[src/rtl/pipe_skid_stage_pkg.sv]
// Shared types for the skid-buffered pipeline stage: FSM state, occupancy type and helpers.
// The state encoding is {skid_valid, main_valid}, so the two valid bits are read straight off the state.
package pipe_pkg;

  localparam int OCC_MAX = 2;

  typedef logic [1:0] occ_t;

  typedef enum logic [1:0] {
    ST_EMPTY = 2'b00,
    ST_ONE   = 2'b01,
    ST_FULL  = 2'b11
  } stage_st_e;

  function automatic occ_t occ_of(stage_st_e st);
    occ_t occ;
    case (st)
      ST_EMPTY: occ = 2'd0;
      ST_ONE:   occ = 2'd1;
      ST_FULL:  occ = occ_t'(OCC_MAX);
      default:  occ = 2'd0;
    endcase
    return occ;
  endfunction

endpackage

[src/rtl/pipe_skid_stage_if.sv]
// Upstream and downstream valid/ready/data bundle of one pipeline stage.
// The stage itself takes the slave modport; the environment drives the master side.
interface pipe_skid_stage_if #(
  parameter int DATA_W = 64
) ();
  logic              in_valid;
  logic [DATA_W-1:0] in_data;
  logic              in_ready;
  logic              out_valid;
  logic [DATA_W-1:0] out_data;
  logic              out_ready;

  modport master (
    output in_valid, in_data, out_ready,
    input  in_ready, out_valid, out_data
  );

  modport slave (
    input  in_valid, in_data, out_ready,
    output in_ready, out_valid, out_data
  );
endinterface

[src/rtl/pipe_sat_cnt.sv]
// Saturating event counter: increments on inc, sticks at all-ones, clears on async rst.
module pipe_sat_cnt #(
  parameter int CNT_W = 16
) (
  input  logic             clk,
  input  logic             rst,
  input  logic             inc,
  output logic [CNT_W-1:0] cnt
);
  logic [CNT_W-1:0] cnt_r;

  // Count register, frozen once it reaches all-ones.
  always_ff @(posedge clk or posedge rst) begin
    if (rst) begin
      cnt_r <= {CNT_W{1'b0}};
    end else if (inc && (cnt_r != {CNT_W{1'b1}})) begin
      cnt_r <= cnt_r + {{(CNT_W-1){1'b0}}, 1'b1};
    end else begin
      cnt_r <= cnt_r;
    end
  end

  assign cnt = cnt_r;
endmodule

[src/rtl/pipe_skid_stage_chk.sv]
// Property checker for pipe_skid_stage: legal state encoding and stable output while stalled.
module pipe_skid_stage_chk #(
  parameter int DATA_W = 64
) (
  input logic              clk,
  input logic              rst,
  input logic              hold,
  input logic              flush,
  input logic              main_valid,
  input logic              skid_valid,
  input logic              out_ready,
  input logic [DATA_W-1:0] out_data
);
  a_skid_implies_main: assert property (@(posedge clk) disable iff (rst)
    skid_valid |-> main_valid);

  // A presented entry must not change until it is taken or squashed.
  a_out_stable: assert property (@(posedge clk) disable iff (rst)
    (main_valid && (hold || (!out_ready && !flush))) |=> $stable(out_data));
endmodule

[src/rtl/pipe_skid_stage.sv]
// Pipeline stage register with a 2-entry skid buffer, global hold/flush and registered in_ready.
// Optional statistics counters are enabled with the PIPE_STAGE_STAT_EN macro.
module pipe_skid_stage
  import pipe_pkg::*;
#(
  parameter int                DATA_W = 64,
  parameter logic [DATA_W-1:0] BUBBLE = {DATA_W{1'b0}},
  parameter int                CNT_W  = 16
) (
  input  logic                 clk,
  input  logic                 rst,
  input  logic                 hold,
  input  logic                 flush,
  pipe_skid_stage_if.slave     bus,
  output occ_t                 occupancy,
  output logic [CNT_W-1:0]     stall_cnt,
  output logic [CNT_W-1:0]     flush_cnt
);
  stage_st_e         state_r, state_nxt_s;
  logic [DATA_W-1:0] main_data_r, main_data_nxt_s;
  logic [DATA_W-1:0] skid_data_r, skid_data_nxt_s;
  logic              main_valid_s, skid_valid_s;
  logic              in_ready_s, in_fire_s, out_fire_s;

  assign main_valid_s = state_r[0];
  assign skid_valid_s = state_r[1];
  assign in_ready_s   = ~skid_valid_s & ~hold;
  assign in_fire_s    = bus.in_valid & in_ready_s & ~flush;
  assign out_fire_s   = main_valid_s & bus.out_ready & ~hold;

  // State register.
  always_ff @(posedge clk or posedge rst) begin
    if (rst) begin
      state_r <= ST_EMPTY;
    end else begin
      state_r <= state_nxt_s;
    end
  end

  // Next-state logic: hold freezes, flush empties, otherwise follow the handshakes.
  always_comb begin
    state_nxt_s = state_r;
    if (hold) begin
      state_nxt_s = state_r;
    end else if (flush) begin
      state_nxt_s = ST_EMPTY;
    end else begin
      case (state_r)
        ST_EMPTY: state_nxt_s = in_fire_s ? ST_ONE : ST_EMPTY;
        ST_ONE: begin
          if (in_fire_s && !out_fire_s) begin
            state_nxt_s = ST_FULL;
          end else if (!in_fire_s && out_fire_s) begin
            state_nxt_s = ST_EMPTY;
          end else begin
            state_nxt_s = ST_ONE;
          end
        end
        ST_FULL:  state_nxt_s = out_fire_s ? ST_ONE : ST_FULL;
        default:  state_nxt_s = ST_EMPTY;
      endcase
    end
  end

  // Payload steering for the main and skid entries.
  always_comb begin
    main_data_nxt_s = main_data_r;
    skid_data_nxt_s = skid_data_r;
    if (hold) begin
      main_data_nxt_s = main_data_r;
      skid_data_nxt_s = skid_data_r;
    end else if (flush) begin
      main_data_nxt_s = BUBBLE;
      skid_data_nxt_s = BUBBLE;
    end else begin
      case (state_r)
        ST_EMPTY: begin
          if (in_fire_s) begin
            main_data_nxt_s = bus.in_data;
          end else begin
            main_data_nxt_s = main_data_r;
          end
        end
        ST_ONE: begin
          // Downstream stalled while a new beat arrives: park it in the skid entry.
          if (in_fire_s && out_fire_s) begin
            main_data_nxt_s = bus.in_data;
          end else if (in_fire_s) begin
            skid_data_nxt_s = bus.in_data;
          end else begin
            main_data_nxt_s = main_data_r;
          end
        end
        ST_FULL: begin
          if (out_fire_s) begin
            main_data_nxt_s = skid_data_r;
            skid_data_nxt_s = BUBBLE;
          end else begin
            skid_data_nxt_s = skid_data_r;
          end
        end
        default: begin
          main_data_nxt_s = BUBBLE;
          skid_data_nxt_s = BUBBLE;
        end
      endcase
    end
  end

  // Payload registers.
  always_ff @(posedge clk or posedge rst) begin
    if (rst) begin
      main_data_r <= BUBBLE;
      skid_data_r <= BUBBLE;
    end else begin
      main_data_r <= main_data_nxt_s;
      skid_data_r <= skid_data_nxt_s;
    end
  end

  assign bus.in_ready  = in_ready_s;
  assign bus.out_valid = main_valid_s;
  assign bus.out_data  = main_data_r;
  assign occupancy     = occ_of(state_r);

`ifdef PIPE_STAGE_STAT_EN
  pipe_sat_cnt #(.CNT_W(CNT_W)) u_stall_cnt (
    .clk (clk),
    .rst (rst),
    .inc (main_valid_s & (~bus.out_ready | hold)),
    .cnt (stall_cnt)
  );

  pipe_sat_cnt #(.CNT_W(CNT_W)) u_flush_cnt (
    .clk (clk),
    .rst (rst),
    .inc (flush & ~hold),
    .cnt (flush_cnt)
  );
`else
  assign stall_cnt = {CNT_W{1'b0}};
  assign flush_cnt = {CNT_W{1'b0}};
`endif

  pipe_skid_stage_chk #(.DATA_W(DATA_W)) u_chk (
    .clk        (clk),
    .rst        (rst),
    .hold       (hold),
    .flush      (flush),
    .main_valid (main_valid_s),
    .skid_valid (skid_valid_s),
    .out_ready  (bus.out_ready),
    .out_data   (main_data_r)
  );
endmodule

[src/flat_wrapper.sv]
// flat-port wrapper written by rule: the top's interface ports become plain ports
module pipe_skid_stage_flat import pipe_pkg::*;
#(
  parameter int                DATA_W = 64,
  parameter logic [DATA_W-1:0] BUBBLE = {DATA_W{1'b0}},
  parameter int                CNT_W  = 16
)
  (clk, rst, hold, flush, occupancy, stall_cnt, flush_cnt, bus_in_valid, bus_in_data, bus_out_ready, bus_in_ready, bus_out_valid, bus_out_data);
  pipe_skid_stage_if #(.DATA_W(DATA_W)) bus_i ();
  input  logic clk;
  input  logic rst;
  input  logic hold;
  input  logic flush;
  output occ_t occupancy;
  output logic [CNT_W-1:0] stall_cnt;
  output logic [CNT_W-1:0] flush_cnt;
  input wire logic [$bits(bus_i.in_valid)-1:0] bus_in_valid;
  input wire logic [$bits(bus_i.in_data)-1:0] bus_in_data;
  input wire logic [$bits(bus_i.out_ready)-1:0] bus_out_ready;
  output wire logic [$bits(bus_i.in_ready)-1:0] bus_in_ready;
  output wire logic [$bits(bus_i.out_valid)-1:0] bus_out_valid;
  output wire logic [$bits(bus_i.out_data)-1:0] bus_out_data;
  assign bus_i.in_valid = bus_in_valid;
  assign bus_i.in_data = bus_in_data;
  assign bus_i.out_ready = bus_out_ready;
  assign bus_in_ready = bus_i.in_ready;
  assign bus_out_valid = bus_i.out_valid;
  assign bus_out_data = bus_i.out_data;
  pipe_skid_stage #(.DATA_W(DATA_W), .BUBBLE(BUBBLE), .CNT_W(CNT_W)) u_core (.clk(clk), .rst(rst), .hold(hold), .flush(flush), .bus(bus_i), .occupancy(occupancy), .stall_cnt(stall_cnt), .flush_cnt(flush_cnt));
endmodule
[config.mk]
export PLATFORM = sky130hd
export DESIGN_NAME = pipe_skid_stage_flat
export DESIGN_NICKNAME = d
export VERILOG_FILES = /design/src/rtl/pipe_skid_stage_pkg.sv /design/src/rtl/pipe_skid_stage_if.sv /design/src/rtl/pipe_sat_cnt.sv /design/src/rtl/pipe_skid_stage_chk.sv /design/src/rtl/pipe_skid_stage.sv /design/src/flat_wrapper.sv
export SDC_FILE = /design/constraint.sdc
export NUM_CORES = 1
export LEC_CHECK = 0
export ABC_AREA = 1
export BUFFER_PORTS_ARGS = -buffer_cell sky130_fd_sc_hd__buf_2
export CAP_MARGIN = 0
export CORE_MARGIN = 2
export CORE_UTILIZATION = 55
export CTS_BUF_LIST = sky130_fd_sc_hd__clkbuf_16
export DETAILED_ROUTE_END_ITERATION = 10
export GPL_TIMING_DRIVEN = 0
export HOLD_SLACK_MARGIN = 0.03
export PLACE_DENSITY = 0.93
export SYNTH_ARGS = -nofsm -noshare
export SYNTH_HDL_FRONTEND = slang
export SYNTH_SLANG_ARGS = --single-unit
[constraint.sdc]
create_clock -name clk -period 6.62 [get_ports clk]
set_clock_uncertainty 0.2 [all_clocks]
set_input_delay 0.662 -clock clk [delete_from_list [all_inputs] [get_ports clk]]
set_output_delay 0.662 -clock clk [all_outputs]
set_load 0.01 [all_outputs]
==> flow_summary.json <==
{
  "synth.distinct_cells": 22,
  "syn2layout_area_growth_pct": 23.93,
  "reg2reg_from": "u_core.state_r[1]$_DFFE_PP0N_",
  "endpoint_kind": "output pin",
  "grt_max_degree": 74,
  "synthTopCellsByCount": "nand2_1 (353), dfrtp_1 (130), nand3_1 (129), nor2_1 (67), inv_1 (55)",
  "critPathSlowestCell": "dfrtp_1",
  "cts_tree": "done",
  "dieArea_um2": 13010,
  "portBuffers": 137,
  "finalSetupViolCount": 0,
  "clock_path_buffers": 2,
  "peakVddDrop_uv": 178.6,
  "synth_most_common_cell": "nand2_1",
  "cts_resized": 0,
  "root_buffer": "clkbuf_16",
  "dpl_cell_area_um2": 7680,
  "hold_violations": 0,
  "synth_top_area_frac": 0.4884,
  "drv_slew": 0,
  "cts.sinks": 130,
  "worstSetupPathType": "flop to output pin",
  "critical_path.startpoint_type": "flop",
  "max_slew_margin": 0.6482,
  "ff2ff_setup_slack_ns": 4.57,
  "drive_above_1_share": 0.2411,
  "synth_area_um2": 6661,
  "place_congestion": 0.8291,
  "synthArstFlopShare": 1.000,
  "clk_latency_ns": 0.43,
  "reg2reg_depth": 8,
  "initial_utilization": 0.5592,
  "maxCapViolations": 0,
  "grt_pass1_vias": 5984,
  "chipHeight_um": 114.1,
  "regToRegEndpoint": "u_core.skid_data_r[50]$_DFFE_PP0P_",
  "ys_top_cells_by_area": "dfrtp_1 (49%), nand2_1 (20%), nand3_1 (9.7%)",
  "grt_pass1_wl_um": 28220,
  "grt-ovfl-total": 0,
  "synth_edf_count": 0,
  "fin_setup_tns_ns": 0,
  "drtPass1Iterations": 5,
  "cts.htree.levels": 4,
  "die_w_um": 114.1,
  "tightest_slew_ns": 0.5277,
  "row_count": 40,
  "syn_inst": 894,
  "p_leak_nw": 4.916,
  "power.density_nw_per_um2": 277.1,
  "critPathArrivalTime_ns": 1.34,
  "grt_usage": 0.2764,
  "vias": 6322,
  "fin_area_um2": 8255,
  "cts_buffers": 17,
  "n_antenna_cell": 0,
  "cts.clk_slew.worst_paths_ns": 0.05,
  "yosysSeqAreaShare": 0.4884,
  "synth_seq_cells": 130,
  "hpwl_um": 11680,
  "avgSynthCellArea_um2": 7.451,
  "drt_iter0_drc": 518,
  "cp_max_fo": 6,
  "path_buf_inv": 1,
  "post_cts_buffers": 0,
  "drt-total-wl_um": 16880,
  "post-route-period-util": 0.3332,
  "drcViolationCount": 0,
  "max_freq_ghz": 0.4533,
  "antenna_left": 0,
  "core_area_um2": 11910,
  "yosys_warnings": 0,
  "whs_ns": 0.08910,
  "io_pins": 170,
  "hp-class": "input pin to async pin",
  "slowest_delay_ns": 0.48,
  "vias_per_cell": 5.090,
  "fillers": 938,
  "hold_buffers": 0,
  "status": "complete, no violations",
  "p_total_mw": 2.287,
  "antenna_found_initial": 0,
  "wl_per_cell_um": 13.59,
  "crit_chain": "nor2_1 -> buf_2",
  "post-synth-top-area-cell": "dfrtp_1",
  "required_ns": 5.76,
  "final_nets": 1152,
  "cpLargestDelayFamily": "flip-flops",
  "dominantRegCellSynth": "dfrtp_1",
  "post-route-min-period_ns": 2.206,
  "rsz0062_at_grt": "no"
}
[per-layer routing]
| layer | global-route usage | up-vias | routed length, µm |
|---|---|---|---|
| met5 | 0 | - | 0 |
| met4 | 0.1293 | 0 | 468 |
| met3 | 0.06300 | 44 | 1267 |
| met2 | 0.4385 | 273 | 8024 |
| met1 | 0.3630 | 2901 | 7119 |
| li1 | - | 3104 | - |
[registers in the layout, indices dropped and copies added (netlist names)]
name                 count
u_core.bus.out_data     64
u_core.skid_data_r      64
u_core.state_r           2
[cells in the final DEF (no fill, tap or decap), types with 3 or more instances in the layout]
master     netlist  routed
nand2_1        353     353
buf_2           36     173
dfrtp_1        130     130
nand3_1        129     129
nor2_1          67      67
inv_1           55      56
buf_4           41      41
o21ai_0         40      40
conb_1           1      32
clkbuf_16        0      17
o21ai_1         10      10
clkbuf_1         8       8
clkinv_2         0       6
nor2_4           5       5
buf_6            5       5
inv_2            4       4
bufinv_16        0       3
[cells by family after synthesis]
group / Yosys count / synth area share
AND/OR/NAND/NOR: 559 / 0.3480
AO/OA/AOI/OAI: 55 / 0.04358
buffers and inverters: 149 / 0.1195
flip-flops: 130 / 0.4884
other: 1 / 0.0005629
[worst reg2reg max path, cell delays in order, from the launching register on]
cell	delay [ns]
dfrtp_1	0.48
nor2_4	0.25
inv_2	0.12
nor2_4	0.19
inv_2	0.05
nand3_2	0.22
buf_2	0.28
nand2_1	0.11
nand2_1	0.09
[stage by stage]
step | utilization | cells | setup slack, ns
global route | 0.6931 | 1242 | 4.380
CTS | 0.6931 | 1242 | 4.426
detailed placement | 0.6447 | 1210 | 4.327
global placement | 0.6420 | 1209 | 0.9148
floorplan | - | 925 | 2.289
finish | 0.6931 | 1242 | 4.414
[power breakdown]
group / leakage (nW) / internal, mW / switching (mW)
clock: 0.289 / 0.580 / 0.345
combinational: 2.88 / 0.151 / 0.264
sequential: 1.74 / 0.892 / 0.0552
[worst max path at each step]
stage,startpoint,to,slack (ns),cells after the start
floorplan,rst,u_core.bus.out_data[0]$_DFFE_PP0P_,2.29,1
global placement,rst,u_core.bus.out_data[44]$_DFFE_PP0P_,0.91,2
detailed placement,flush,u_core.skid_data_r[6]$_DFFE_PP0P_,4.33,9
CTS,u_core.state_r[1]$_DFFE_PP0N_,bus_in_ready,4.43,2
global route,u_core.state_r[1]$_DFFE_PP0N_,bus_in_ready,4.38,2
finish,u_core.state_r[1]$_DFFE_PP0N_,bus_in_ready,4.41,2
[layout make-up]
class	instances	area, µm²	share of cell area
sequential	130	3253	0.3941
multi-input combinational	646	2729	0.3306
clock inverter	15	150.1	0.01819
inverter	59	226.5	0.02743
buffer	90	574.3	0.06957
clock buffer	17	425.4	0.05153
timing repair buffer	138	713.2	0.08639
tap	147	183.9	0.02228
Power figures use the tool's default switching activity.
